## config.mk

```make
export PLATFORM = sky130hd
export DESIGN_NAME = mem_port_arbiter
export DESIGN_NICKNAME = d
export VERILOG_FILES = /design/src/rtl/mem_arb_pkg.sv /design/src/rtl/mem_arb_rr2.sv /design/src/rtl/mem_port_arbiter.sv
export SDC_FILE = /design/constraint.sdc
export NUM_CORES = 1
export LEC_CHECK = 0
export ABC_CLOCK_PERIOD_IN_PS = 1810
export CAP_MARGIN = 20
export CORE_MARGIN = 3
export CORE_UTILIZATION = 19
export CTS_CLUSTER_SIZE = 30
export DETAILED_ROUTE_END_ITERATION = 10
export PLACE_DENSITY_LB_ADDON = 0.08
export SLEW_MARGIN = 0
export SYNTH_ARGS = -nofsm -noshare
export SYNTH_HDL_FRONTEND = slang
export SYNTH_SLANG_ARGS = --single-unit
export TNS_END_PERCENT = 20
```

## constraint.sdc

```tcl
create_clock -name clk -period 1.81 [get_ports clk]
set_clock_uncertainty 0.15 [all_clocks]
set_input_delay 0.4525 -clock clk [delete_from_list [all_inputs] [get_ports clk]]
set_output_delay 0.4525 -clock clk [all_outputs]
set_load 0.02 [all_outputs]
```

## src/rtl/mem_arb_pkg.sv

```systemverilog
// Shared types for the fetch/data memory port arbiter.
package mem_arb_pkg;

    typedef enum logic {
        ARB_IDLE    = 1'b0,
        ARB_RD_WAIT = 1'b1
    } arb_state_t;

    typedef enum logic {
        OWN_I = 1'b0,
        OWN_D = 1'b1
    } arb_owner_t;

    // Fetch wins the first tie after reset
    localparam arb_owner_t RESET_LAST_OWNER = OWN_D;

endpackage

```

## src/rtl/mem_arb_rr2.sv

```systemverilog
// Two-way round-robin pick: bit 0 = fetch, bit 1 = data; a tie goes to the non-last owner.
module mem_arb_rr2
    import mem_arb_pkg::*;
(
    input  logic [1:0]  req,
    input  arb_owner_t  last,
    output logic [1:0]  gnt
);

    always_comb begin
        gnt = 2'b00;
        case (req)
            2'b01:   gnt = 2'b01;
            2'b10:   gnt = 2'b10;
            2'b11:   gnt = (last == OWN_D) ? 2'b01 : 2'b10;
            default: gnt = 2'b00;
        endcase
    end

endmodule

```

## src/rtl/mem_port_arbiter.sv

```systemverilog
// Shares one single-ported synchronous memory between the fetch and data ports.
// Optional MEM_ARB_PERF_EN adds saturating per-port stall counters.
module mem_port_arbiter
    import mem_arb_pkg::*;
#(
    parameter int unsigned AW     = 16,
    parameter int unsigned DW     = 16,
    parameter int unsigned RD_LAT = 1
) (
    input  logic          clk,
    input  logic          rst_n,
    input  logic          i_req,
    input  logic [AW-1:0] i_addr,
    output logic          i_gnt,
    output logic          i_rvalid,
    output logic [DW-1:0] i_rdata,
    input  logic          d_req,
    input  logic          d_we,
    input  logic [AW-1:0] d_addr,
    input  logic [DW-1:0] d_wdata,
    output logic          d_gnt,
    output logic          d_rvalid,
    output logic [DW-1:0] d_rdata,
    output logic          mem_en,
    output logic          mem_we,
    output logic [AW-1:0] mem_addr,
    output logic [DW-1:0] mem_wdata,
`ifdef MEM_ARB_PERF_EN
    output logic [15:0]   perf_i_stall,
    output logic [15:0]   perf_d_stall,
`endif
    input  logic [DW-1:0] mem_rdata
);

    localparam int unsigned LAT_W = $clog2(RD_LAT + 1);

    arb_state_t        state_q, state_d;
    logic [LAT_W-1:0]  lat_cnt_q, lat_cnt_d;
    arb_owner_t        rd_owner_q, rd_owner_d;
    arb_owner_t        last_owner_q, last_owner_d;
    logic [1:0]        rr_gnt;
    logic              rd_return;
    logic              grant_ok;

    mem_arb_rr2 u_rr2 (
        .req  ({d_req, i_req}),
        .last (last_owner_q),
        .gnt  (rr_gnt)
    );

    // The return cycle of a read doubles as the next grant slot
    assign rd_return = (state_q == ARB_RD_WAIT) && (lat_cnt_q == LAT_W'(RD_LAT));
    assign grant_ok  = (state_q == ARB_IDLE) || rd_return;

    always_ff @(posedge clk or negedge rst_n) begin
        if (!rst_n) begin
            state_q      <= ARB_IDLE;
            lat_cnt_q    <= '0;
            rd_owner_q   <= OWN_I;
            last_owner_q <= RESET_LAST_OWNER;
        end else begin
            state_q      <= state_d;
            lat_cnt_q    <= lat_cnt_d;
            rd_owner_q   <= rd_owner_d;
            last_owner_q <= last_owner_d;
        end
    end

    always_comb begin
        state_d      = state_q;
        lat_cnt_d    = lat_cnt_q;
        rd_owner_d   = rd_owner_q;
        last_owner_d = last_owner_q;
        i_gnt        = 1'b0;
        d_gnt        = 1'b0;
        i_rvalid     = 1'b0;
        d_rvalid     = 1'b0;
        i_rdata      = '0;
        d_rdata      = '0;
        mem_en       = 1'b0;
        mem_we       = 1'b0;
        mem_addr     = '0;
        mem_wdata    = '0;

        if (state_q == ARB_RD_WAIT) begin
            if (rd_return) begin
                state_d   = ARB_IDLE;
                lat_cnt_d = '0;
                if (rd_owner_q == OWN_I) begin
                    i_rvalid = 1'b1;
                    i_rdata  = mem_rdata;
                end else begin
                    d_rvalid = 1'b1;
                    d_rdata  = mem_rdata;
                end
            end else begin
                lat_cnt_d = lat_cnt_q + LAT_W'(1);
            end
        end

        if (grant_ok && rr_gnt[0]) begin
            i_gnt        = 1'b1;
            mem_en       = 1'b1;
            mem_addr     = i_addr;
            last_owner_d = OWN_I;
            rd_owner_d   = OWN_I;
            state_d      = ARB_RD_WAIT;
            lat_cnt_d    = LAT_W'(1);
        end else if (grant_ok && rr_gnt[1]) begin
            d_gnt        = 1'b1;
            mem_en       = 1'b1;
            mem_we       = d_we;
            mem_addr     = d_addr;
            mem_wdata    = d_we ? d_wdata : '0;
            last_owner_d = OWN_D;
            // Writes are posted and finish in the grant cycle
            if (!d_we) begin
                rd_owner_d = OWN_D;
                state_d    = ARB_RD_WAIT;
                lat_cnt_d  = LAT_W'(1);
            end
        end
    end

`ifdef MEM_ARB_PERF_EN
    // Stall cycles per port, saturating
    always_ff @(posedge clk or negedge rst_n) begin
        if (!rst_n) begin
            perf_i_stall <= '0;
            perf_d_stall <= '0;
        end else begin
            if (i_req && !i_gnt && (perf_i_stall != 16'hFFFF))
                perf_i_stall <= perf_i_stall + 16'd1;
            if (d_req && !d_gnt && (perf_d_stall != 16'hFFFF))
                perf_d_stall <= perf_d_stall + 16'd1;
        end
    end
`endif

    // Requests must stay up until granted
    a_i_hold: assert property (@(posedge clk) disable iff (!rst_n) (i_req && !i_gnt) |=> i_req);
    a_d_hold: assert property (@(posedge clk) disable iff (!rst_n) (d_req && !d_gnt) |=> d_req);

endmodule

```

==> impl_results.rst <==
.. list-table::
   :header-rows: 1

   * - Metric
     - Value
   * - Count of pins on the block boundary
     - 139
   * - Via count of the first global-routing pass
     - 1492
   * - Reg area
     - 101.3 um^2
   * - Library cell occupying the most area in the post-synthesis netlist
     - nor2_1
   * - Violation count after the first detailed-route iteration
     - 28
   * - Final-stage net count
     - 366
   * - Synth async-reset ratio
     - 1.000
   * - Area of the multi-input gates
     - 895.9 um^2
   * - Root Buffer Master
     - clkbuf_8
   * - Worst endpoint data arrival time
     - 1470 ps
   * - Yosys Warn Count
     - 0
   * - Sequential area share after synthesis
     - 0.1244
   * - Residual antenna-violating net count after detailed routing
     - 0
   * - Overall fraction of global-route tracks in use
     - 0.1663
   * - Count of filler cells inserted in the layout
     - 371
   * - WHS
     - 282.5 ps
   * - Remaining Overflow, GRT
     - 0
   * - Crit Path Category
     - reg2out
   * - Worst slew margin relative to its limit
     - 0.8603
   * - Worst hold path class
     - in2async
   * - Total Wirelength
     - 4.488 mm
   * - Number of H-tree branching levels
     - 1
   * - Clock buffer count from CTS
     - 3
   * - Row count
     - 23
   * - # hold bufs at CTS
     - 0
   * - Count of input and output buffers
     - 138
   * - Most instantiated flip-flop cell in the synthesis netlist
     - dfrtp_1
   * - Number of buffers added for setup after CTS
     - 0
   * - Minimum clock period after layout
     - 2072 ps
   * - Worst setup SP type
     - flip-flop
   * - Most area-consuming cells after synthesis
     - nor2_1 (25%), a32oi_1 (17%), and2_1 (12%)
   * - Area of the core
     - 0.004058 mm^2
   * - Clock tree from TritonCTS
     - yes
   * - Dominant cell by count in the synthesized netlist
     - nor2_1
   * - Number of enable flip-flop cells after synthesis
     - 0
   * - Share of final-layout standard cells stronger than drive strength 1
     - 0.5816
   * - Setup Slack @ Placement
     - -1008 ps
   * - Crit path setup slack, layout
     - -262.3 ps
   * - Clock transition time at the flip-flop clock pins of the worst setup and hold paths
     - 30 ps
   * - Initial core utilization
     - 0.2007
   * - Mapped Nets
     - 210
   * - Proportion of netlist area held by the largest area contributor
     - 0.2488
   * - Number of unique standard cell types used by synthesis
     - 21
   * - Final RePlAce weighted congestion
     - 0.7369
   * - Crit end category
     - primary output
   * - Number of clock sinks
     - 4
   * - DP Wirelength
     - 3.404 mm
   * - Run status
     - finished, violations left
   * - Die area
     - 0.005109 mm^2
   * - Max Slew Vio Count
     - 0
   * - Horizontal extent of the die
     - 71.48 um
   * - DIE HEIGHT
     - 71.48 um
   * - Fmax achieved
     - 482.5 MHz
   * - DRT Pass-1 Iters
     - 4
   * - Total DRC errors in the routed layout
     - 0
   * - Drt via density
     - 4.480
   * - Actual slew at the worst max-slew pin
     - 208.8 ps
   * - Max-cap violations
     - 0
   * - Flip-flop and latch count after synthesis
     - 4
   * - Mean instance size in the synthesized netlist
     - 5.860 um^2
   * - Post-detailed-route wirelength per cell
     - 13.05 um
   * - Max Fanout on Critical Path
     - 8
   * - Violated checks
     - negative setup slack
   * - Number of vias in the routed layout
     - 1541
   * - Most common library cells after synthesis
     - nor2_1 (54), nand2_1 (19), a32oi_1 (16), and2_1 (16), clkbuf_1 (7)
   * - Layout overhead on the synthesized area
     - 228.1%
   * - Required time of the critical path
     - 1210 ps
   * - Cell area after technology mapping
     - 814.5 um^2
   * - Largest net degree at the start of global routing
     - 18
   * - Portion of the clock cycle consumed by the worst path in the final layout
     - 1.145
   * - Clock network latency to the later pin of the worst-skew pair
     - 220 ps
   * - Total of endpoints with negative setup slack in the final report
     - 70
   * - Hold Vio Cnt, Final
     - 0
   * - Worst ir drop on vdd
     - 485.9 uV
   * - Unrepaired setup endpoints after global routing
     - true
   * - Count of antenna diodes in the layout
     - 0
   * - Power density over cell area
     - 1018 mW/mm^2
   * - Number of instances in the synthesized netlist
     - 139
   * - Wire length of the first global-routing pass
     - 7.003 mm
   * - Antenna violations before repair
     - 0
   * - Pleak
     - 1.199 nW
   * - Maximum root-to-sink buffer count
     - 2
cell type report:
cell class              instances  area share
clock buffers                   4     0.01685
inverters                       4    0.005618
multi-input cells             120      0.3352
flip-flops and latches          4     0.03792
well taps                      50     0.02341
repair buffers                162      0.5810
worst max-delay path, stage by stage, from the launching register on:
cell     delay, ps
dfrtp_1        390
ha_4           190
nor2b_4        160
and3_4         240
and2_1         150
buf_6          120
cell families (layout without fill, tap and decap cells):
kind of cell               count (synthesis)  in the layout  share of synthesized area
adders and majority gates                  2              2                    0.03072
buffers and inverters                     17            170                     0.1091
and+or+nand+nor                           94             96                     0.4992
DFF                                        4              4                     0.1244
AOI/OAI and AO/OA                         22             22                     0.2366
per-stage QoR:
step	cells	util	setup TNS, ps	power (mW)	area [um^2]
final	344	0.6586	-13390	2.722	2673
after global routing	344	0.6586	-17730	2.894	2673
after CTS	343	0.6438	-14550	2.634	2613
after detailed placement	337	0.6204	-50560	2.329	2517
after global placement	337	0.6204	-50250	2.323	2517
after floorplan	139	-	-1782	1.253	929.6
cells in the final DEF, fill, tap and decap left out, drive strengths merged:
cell type      count
dfstp              1
nor2b              1
nor2              54
dfrtp              3
a21boi             1
and3               3
nand2             19
buf               93
nand3              1
nand2b             2
and2              16
a32oi             16
inv                4
clkdlybuf4s50     65
ha                 2
a21oi              1
clkdlybuf4s15      2
o22a               2
o221ai             1
clkbuf             5
dlygate4sd2        1
a221o              1
path summary, 6_finish.rpt:
path                               from            to  slack [ps]  cells past startpoint
max in group asynchronous         rst_n  last_owner_q         990                      1
hold reg to reg            last_owner_q  last_owner_q         400                      1
min in group clk           last_owner_q  last_owner_q         400                      1
setup reg to reg           last_owner_q    rd_owner_q         290                      5
hold / removal                    rst_n    rd_owner_q         280                      1
setup / recovery                state_q  mem_wdata[4]        -260                      5
metal layers:
layer,vias up,global-route usage,part of all wire
met5,-,0,0
met4,0,0.06681,0.0085
met3,2,0.02945,0.097
met2,77,0.2908,0.51
met1,677,0.2000,0.39
li1,785,-,-
registers in the layout (all words and copies together), names as in the netlist:
name and count:
state_q 1, lat_cnt_q 1, last_owner_q 1, rd_owner_q 1
where the power goes:
group / internal, mW / total (mW) / switching (mW)
combinational: 1.16 / 2.35 / 1.18
sequential: 0.136 / 0.177 / 0.0408
clock: 0.151 / 0.198 / 0.0474
total: 1.45 / 2.72 / 1.27
what timing repair did:
item                                    in CTS  in global routing
endpoints found under the setup margin      70                 70
resized for setup                          408                 10
gates cloned                                 3                  1
pin swaps                                    4                  2
(Power assumes the default switching activity.)
